$ cat config.mk
export PLATFORM = sky130hd
export DESIGN_NAME = des_cbc_feeder
export DESIGN_NICKNAME = d
export VERILOG_FILES = /design/src/rtl/des_cbc_feeder.sv
export SDC_FILE = /design/constraint.sdc
export NUM_CORES = 1
export LEC_CHECK = 0
export CAP_MARGIN = 0
export CELL_PAD_IN_SITES_DETAIL_PLACEMENT = 0
export CELL_PAD_IN_SITES_GLOBAL_PLACEMENT = 1
export CORE_MARGIN = 1.5
export CORE_UTILIZATION = 42
export CTS_CLUSTER_DIAMETER = 200
export DETAILED_ROUTE_END_ITERATION = 10
export DONT_BUFFER_PORTS = 1
export GPL_TIMING_DRIVEN = 0
export HOLD_SLACK_MARGIN = 0.15
export PLACE_DENSITY = 0.71
export SLEW_MARGIN = 30
export SYNTH_ARGS = -nofsm -noshare
export SYNTH_HDL_FRONTEND = slang
export SYNTH_SLANG_ARGS = --single-unit
$ cat constraint.sdc
create_clock -name clk -period 5.4 [get_ports clk]
set_input_delay 0.81 -clock clk [delete_from_list [all_inputs] [get_ports clk]]
set_output_delay 0.81 -clock clk [all_outputs]
set_load 0.03 [all_outputs]
$ cat src/rtl/des_cbc_feeder.sv
// Byte-stream packer and CBC chainer wrapped around a combinational DES core.
// Builds 64-bit blocks, drives the core, captures its result, hands it out.
module des_cbc_feeder #(
    parameter int CORE_WAIT = 1
) (
    input  logic        clk,
    input  logic        rst_n,
    input  logic        key_load,
    input  logic [63:0] key,
    input  logic        iv_load,
    input  logic [63:0] iv,
    input  logic        mode_cbc,
    input  logic        byte_valid,
    input  logic [7:0]  byte_data,
    output logic        byte_ready,
    output logic [63:0] core_in,
    output logic [63:0] core_key,
    input  logic [63:0] core_out,
    output logic        blk_valid,
    output logic [63:0] blk_data,
    input  logic        blk_ready,
    output logic        busy
);

    typedef enum logic [1:0] {
        S_FILL,
        S_LAUNCH,
        S_WAIT,
        S_OUT
    } state_t;

    state_t      state_q, state_d;
    logic [2:0]  cnt_q, cnt_d;
    logic [3:0]  wait_q, wait_d;
    logic [63:0] buf_q, buf_d;
    logic [63:0] chain_q, chain_d;
    logic [63:0] cin_q, cin_d;
    logic [63:0] key_q, key_d;
    logic [63:0] blk_q, blk_d;

    always_ff @(posedge clk or negedge rst_n) begin
        if (!rst_n) begin
            state_q <= S_FILL;
            cnt_q   <= '0;
            wait_q  <= '0;
            buf_q   <= '0;
            chain_q <= '0;
            cin_q   <= '0;
            key_q   <= '0;
            blk_q   <= '0;
        end else begin
            state_q <= state_d;
            cnt_q   <= cnt_d;
            wait_q  <= wait_d;
            buf_q   <= buf_d;
            chain_q <= chain_d;
            cin_q   <= cin_d;
            key_q   <= key_d;
            blk_q   <= blk_d;
        end
    end

    always_comb begin
        state_d    = state_q;
        cnt_d      = cnt_q;
        wait_d     = wait_q;
        buf_d      = buf_q;
        chain_d    = chain_q;
        cin_d      = cin_q;
        key_d      = key_q;
        blk_d      = blk_q;
        byte_ready = 1'b0;
        blk_valid  = 1'b0;
        unique case (state_q)
            S_FILL: begin
                byte_ready = 1'b1;
                // Loads only land on a block boundary so a block never mixes keys/IVs
                if (cnt_q == 3'd0) begin
                    if (key_load) key_d = key;
                    if (iv_load) chain_d = iv;
                end
                if (byte_valid) begin
                    buf_d = {buf_q[55:0], byte_data};
                    if (cnt_q == 3'd7) begin
                        cnt_d   = 3'd0;
                        state_d = S_LAUNCH;
                    end else begin
                        cnt_d = cnt_q + 3'd1;
                    end
                end
            end
            S_LAUNCH: begin
                cin_d   = mode_cbc ? (buf_q ^ chain_q) : buf_q;
                wait_d  = 4'(CORE_WAIT);
                state_d = S_WAIT;
            end
            S_WAIT: begin
                wait_d = wait_q - 4'd1;
                if (wait_q == 4'd1) begin
                    blk_d   = core_out;
                    state_d = S_OUT;
                end
            end
            S_OUT: begin
                blk_valid = 1'b1;
                if (blk_ready) begin
                    chain_d = blk_q;
                    state_d = S_FILL;
                end
            end
            default: state_d = S_FILL;
        endcase
    end

    assign core_in  = cin_q;
    assign core_key = key_q;
    assign blk_data = blk_q;
    assign busy     = (state_q != S_FILL) || (cnt_q != 3'd0);

endmodule
* After elaboration in Yosys (flattened, before gate mapping)
Index checks and enable logic that the tools add are counted.
** Storage, ports and cells
- Flip-flop bits (word level) :: 329
- Bits in latches :: 0
- Bits in writable memories :: 0
- ROM bits :: 0
- Input bits :: 207
- Output and inout bits :: 195
- Word-level logic and storage cells :: 48
- Memories kept :: 0
** Cells by class
- $add $sub $neg :: 2
- $mul :: 0
- Divide/modulo/power cells :: 0
- Order comparisons :: 0
- Equality and inequality tests :: 11
- Shifts and indexed selects :: 0
- Mux-type cells :: 14
- Bitwise logic cells :: 1
- Reductions and logical operators :: 12
** Operators with widths (count)
- 2-to-1 mux 64 bit :: 4
- case mux 64 bit (2 select lines) :: 1
- XOR 64 bit :: 1
- inequality test 2 bit, second input constant :: 6
- 2-to-1 mux 2 bit :: 4
- case mux 2 bit (4 select lines) :: 1
- case mux 4 bit (2 select lines) :: 1
- AND reduction 4 bit :: 2
- nonzero test 2 bit :: 3
- == test 2 bit, second input constant :: 2
- == test 4 x 1 -> 1 bit, second input constant :: 1
- AND reduction 2 bit :: 2
- subtractor 4 x 1 -> 4 bit, second input constant :: 1
- adder 3 x 1 -> 3 bit, second input constant :: 1
- == test 3 bit, second input constant :: 1
- logical NOT 3 bit :: 1
- 2-to-1 mux 3 bit :: 1
- AND reduction 3 bit :: 1
- nonzero test 3 bit :: 1
- == test 2 x 1 -> 1 bit, second input constant :: 1
- logical NOT 2 bit :: 1
- 2-to-1 mux 1 bit :: 2
- logical OR 1 bit :: 1

* Longest topological paths before layout
- Depth after elaboration :: 4
- Gate-level depth with buffers :: 6
- Gate-level depth less buffers :: 5

* Worst setup path before layout
No wires, ideal clock.
- Kind :: register to register
- Start point :: register state_q[0]
- End point :: register chain_q[13]
- Library setup time :: 127 ps
- Data arrival time :: 2025 ps
- Required time :: 5273 ps
- Setup slack :: 3248 ps
- Stages on the path, launching flop included :: 6
- Path buffers :: 2
- Period minus slack after synthesis :: 2152 ps
- Path through :: dfrtp_1 > ha_1 > buf_2 > clkbuf_1 > mux2_2 > mux2_1
** Between the ends
- Word-level cells in the longest chain between the ends :: 3
- Elaborated cells on any way between the ends :: 8
- Classes of those cells :: eq/ne: 4; mux: 1; reduce/logical: 3
** Ends and longest elaborated chain
- start, declared :: line 32 : state_t state_q, state_d;
- start signal, assigned :: line 52 : state_q <= state_d;
- == test 2 bit / logical NOT 2 bit (equally long branches) :: line 74 : unique case (state_q)
- inequality test 2 bit (no line) / nonzero test 2 bit (equally long branches)
- AND reduction 4 bit (no line)
- end signal, assigned :: line 56 : chain_q <= chain_d;
- end, declared :: line 36 : logic [63:0] chain_q, chain_d;
Parallel ways exist; a longest one is shown, timed or not.
A chain may end at the register's enable or synchronous reset.

* Final worst setup path
- Start point :: register state_q[0]
- End point :: register chain_q[39]
The elaborated chain is that of the path after synthesis.

==> metrics.yaml <==
core_region_area_sq_um: 32600
maximum_number_of_pins_on_one_net_before_global_route_repair: 330
gp_routability_congestion: 0.772
clk_root_buffer_cell: "sky130_fd_sc_hd__clkbuf_16"
setup_viol_count_final: 0
worstPathArrival_ns: 3.06
clkSinkCount: 329
drt_total_wl_microns: 32500
critPathRequiredTime_ns: 5.78
max_slew_margin_pct: 37.9
synth.largest_area_cell: "sky130_fd_sc_hd__dfrtp_1"
seqPwrFrac_pct: 51.4
timing_worst_setup_path_type: "reg -> reg"
postSynthCellCount: 1009
launching_element_type_of_the_critical_path: "register"
p_switching_mw: 4.99
tightest_slew_ns: 0.932
leakagePower_nw: 6.88
syn-num-nets: 1226
detailedRoute.firstIterationViolations: 390
floorplan.io_pins: 402
netlist_top_cells_area: "sky130_fd_sc_hd__dfrtp_1 59%, sky130_fd_sc_hd__mux2_2 25%, sky130_fd_sc_hd__xor2_1 4.0%, sky130_fd_sc_hd__a21oi_1 2.4%, sky130_fd_sc_hd__nand2_1 1.7%"
clk_latency_ns: 0.50
h-tree-depth: 2
internal_power_mw: 7.11
height_of_the_chip_microns: 185
synth_sequential_area_ratio_pct: 59.0
placedInstanceArea_sq_um: 14500
drt_drc_violations_left: 0
die_area_sq_um: 34300
netlist_area_sq_um: 14000
power.ir.vdd_worst_mv: 0.338
synth_common_cells: "329 x sky130_fd_sc_hd__dfrtp_1, 306 x sky130_fd_sc_hd__mux2_2, 66 x sky130_fd_sc_hd__a21oi_1, 65 x sky130_fd_sc_hd__nand2_1, 65 x sky130_fd_sc_hd__nor2_1"
fmax_mhz: 373
final.fill_count: 2902
worst_setup_path_end_kind: "register"
grt_setup_unrepaired: "false"
ys_async_sr_fraction_pct: 100
initial_antenna_violation_count: 3
initial_core_util_pct: 42.8
power-per-cell-area_nw_per_um2: 773
tns_ns: 0
final_layout_size_suffix_gt1_share_pct: 36.8
slew_viol_final: 0
grt_remaining_overflow: 0
placement_rows: 66
buffer_ports.inserted: 0
power_switching_share_pct: 41.3
number_of_clock_buffers_inserted_by_tritoncts: 37
p_clk_share_pct: 19.6
hpwl_microns: 23100
layout_min_cycle_time_ns: 2.68
min_path_type: "in -> async"
yosys_register_bits: 329
synth-main-ff-cell: "sky130_fd_sc_hd__dfrtp_1"
drt_pass1_iterations: 7
ant_nets: 0
path_max_fanout: 10
final-seq-area_sq_um: 8230
die_width_microns: 185
routed_vias: 7828
clock_tree_from_tritoncts: "done"
footprint_of_the_multi_input_gates_sq_um: 5380
via_per_inst: 5.16
wire_length_of_the_first_global_routing_pass_microns: 48800
post_route_cell_area_sq_um: 15700
relative_area_change_from_synthesis_to_final_layout_pct: 12.2
routed_wire_length_per_instance_microns: 21.4
final_nets: 1267
timing.clock.skew_ns: 0.00736
synth_edf_count: 0
vias_in_the_first_global_route: 8241
combPwrFrac_pct: 29.0
drv_cap: 0
yosysWarningCount: 0
cts.clk_slew.worst_paths_ns: 0.06
cts_resized: 0
layout_worst_path_cycle_share_pct: 49.6
synth_cell_type_count: 29
synth_area_per_cell_sq_um: 13.8
worst_case_clock_buffer_depth: 3
grt_usage_pct: 18.6
synthMostInstantiatedCell: "sky130_fd_sc_hd__dfrtp_1"
run_status: "completed"
hold_violations: 0
synthDominantCellAreaShare_pct: 59.0
cts.repair_timing.setup_buffer_count: 0
stage by stage:
| stage | utilization, % | setup slack [ns] | total power, mW | cells | hold WS [ns] |
|---|---|---|---|---|---|
| 2_1_floorplan | - | 3.25 | 8.78 | 1009 | 0.445 |
| 3_3_place_gp | 44.5 | 2.62 | 9.72 | 1451 | 0.469 |
| 3_5_place_dp | 44.5 | 2.65 | 9.86 | 1453 | 0.475 |
| 4_1_cts | 48.0 | 2.65 | 12.3 | 1512 | -0.0215 |
| 5_1_grt | 48.0 | 2.45 | 12.9 | 1513 | -0.0256 |
| 6_report | 48.0 | 2.72 | 12.1 | 1516 | 0.00317 |
final timing paths:
check / start / to / slack (ns) / cells after the start
max: state_q[0]$_DFFE_PN0P_ / chain_q[39]$_DFFE_PN0P_ / 2.72 / 5
min: rst_n / core_key[4]$_DFFE_PN0P_ / 0.003 / 0
max reg2reg: state_q[0]$_DFFE_PN0P_ / chain_q[39]$_DFFE_PN0P_ / 2.72 / 5
min reg2reg: chain_q[13]$_DFFE_PN0P_ / chain_q[13]$_DFFE_PN0P_ / 0.48 / 1
max in group asynchronous: rst_n / core_in[34]$_DFFE_PN0N_ / 4.62 / 0
min in group clk: core_out[3] / blk_data[3]$_DFFE_PN0P_ / 0.44 / 1
logic make-up after synthesis:
family / count (synthesis) / share of synthesized area (%)
adders and majority gates: 10 / 0.897
AOI/OAI and AO/OA: 74 / 2.88
muxes: 324 / 26.4
buffers and inverters: 63 / 2.43
DFF: 329 / 59.0
xor gates and xnor gates: 64 / 4.02
and+or+nand+nor: 145 / 4.36
flip-flops by register name, summed over array words and instances, names as in the netlist:
name and cells:
state_q 2, buf_q 64, wait_q 4, core_in 64, blk_data 64, chain_q 64, cnt_q 3, core_key 64
power by group through the flow:
| stage | Sequential (mW) | Combinational (mW) | Clock [mW] |
|---|---|---|---|
| after floorplan | 5.84 | 2.94 | 0 |
| after global placement | 6.27 | 3.44 | 0 |
| after detailed placement | 6.29 | 3.57 | 0 |
| after CTS | 6.25 | 3.58 | 2.44 |
| after global routing | 6.41 | 3.89 | 2.56 |
| final | 6.22 | 3.51 | 2.37 |
area by class of cell:
cell class,count,share of cell area [%]
plain buffers,54,1.95
multi-input cells,617,34.4
clock buffers,51,6.57
clock inverters,8,0.591
flip-flops and latches,329,52.6
repair buffers,2,0.144
diodes,4,0.0639
inverters,9,0.216
well taps,442,3.53
placed cells by master (no fill, tap or decap), types with 14 or more instances in the layout:
cell type and n:
sky130_fd_sc_hd__dfrtp_1 329, sky130_fd_sc_hd__mux2_2 306, sky130_fd_sc_hd__a21oi_1 66, sky130_fd_sc_hd__nand2_1 65, sky130_fd_sc_hd__nor2_1 65, sky130_fd_sc_hd__xor2_1 64
sky130_fd_sc_hd__clkbuf_1 37, sky130_fd_sc_hd__clkbuf_16 37, sky130_fd_sc_hd__buf_6 14
per-layer routing:
layer,up-vias,part of all wire (%),GRT usage (%)
li1,3549,-,-
met1,4003,43,24.2
met2,235,48,30.4
met3,41,7.2,5.72
met4,0,1.9,4.65
met5,-,0,0
worst max-delay path, cell delays in order, from the launching register on:
cell                       delay, ns
sky130_fd_sc_hd__dfrtp_1        0.37
sky130_fd_sc_hd__ha_1           0.48
sky130_fd_sc_hd__buf_2          0.52
sky130_fd_sc_hd__clkbuf_1       0.50
sky130_fd_sc_hd__mux2_2         0.39
sky130_fd_sc_hd__mux2_1         0.29
No activity file was read; power rests on OpenSTA's default activity.
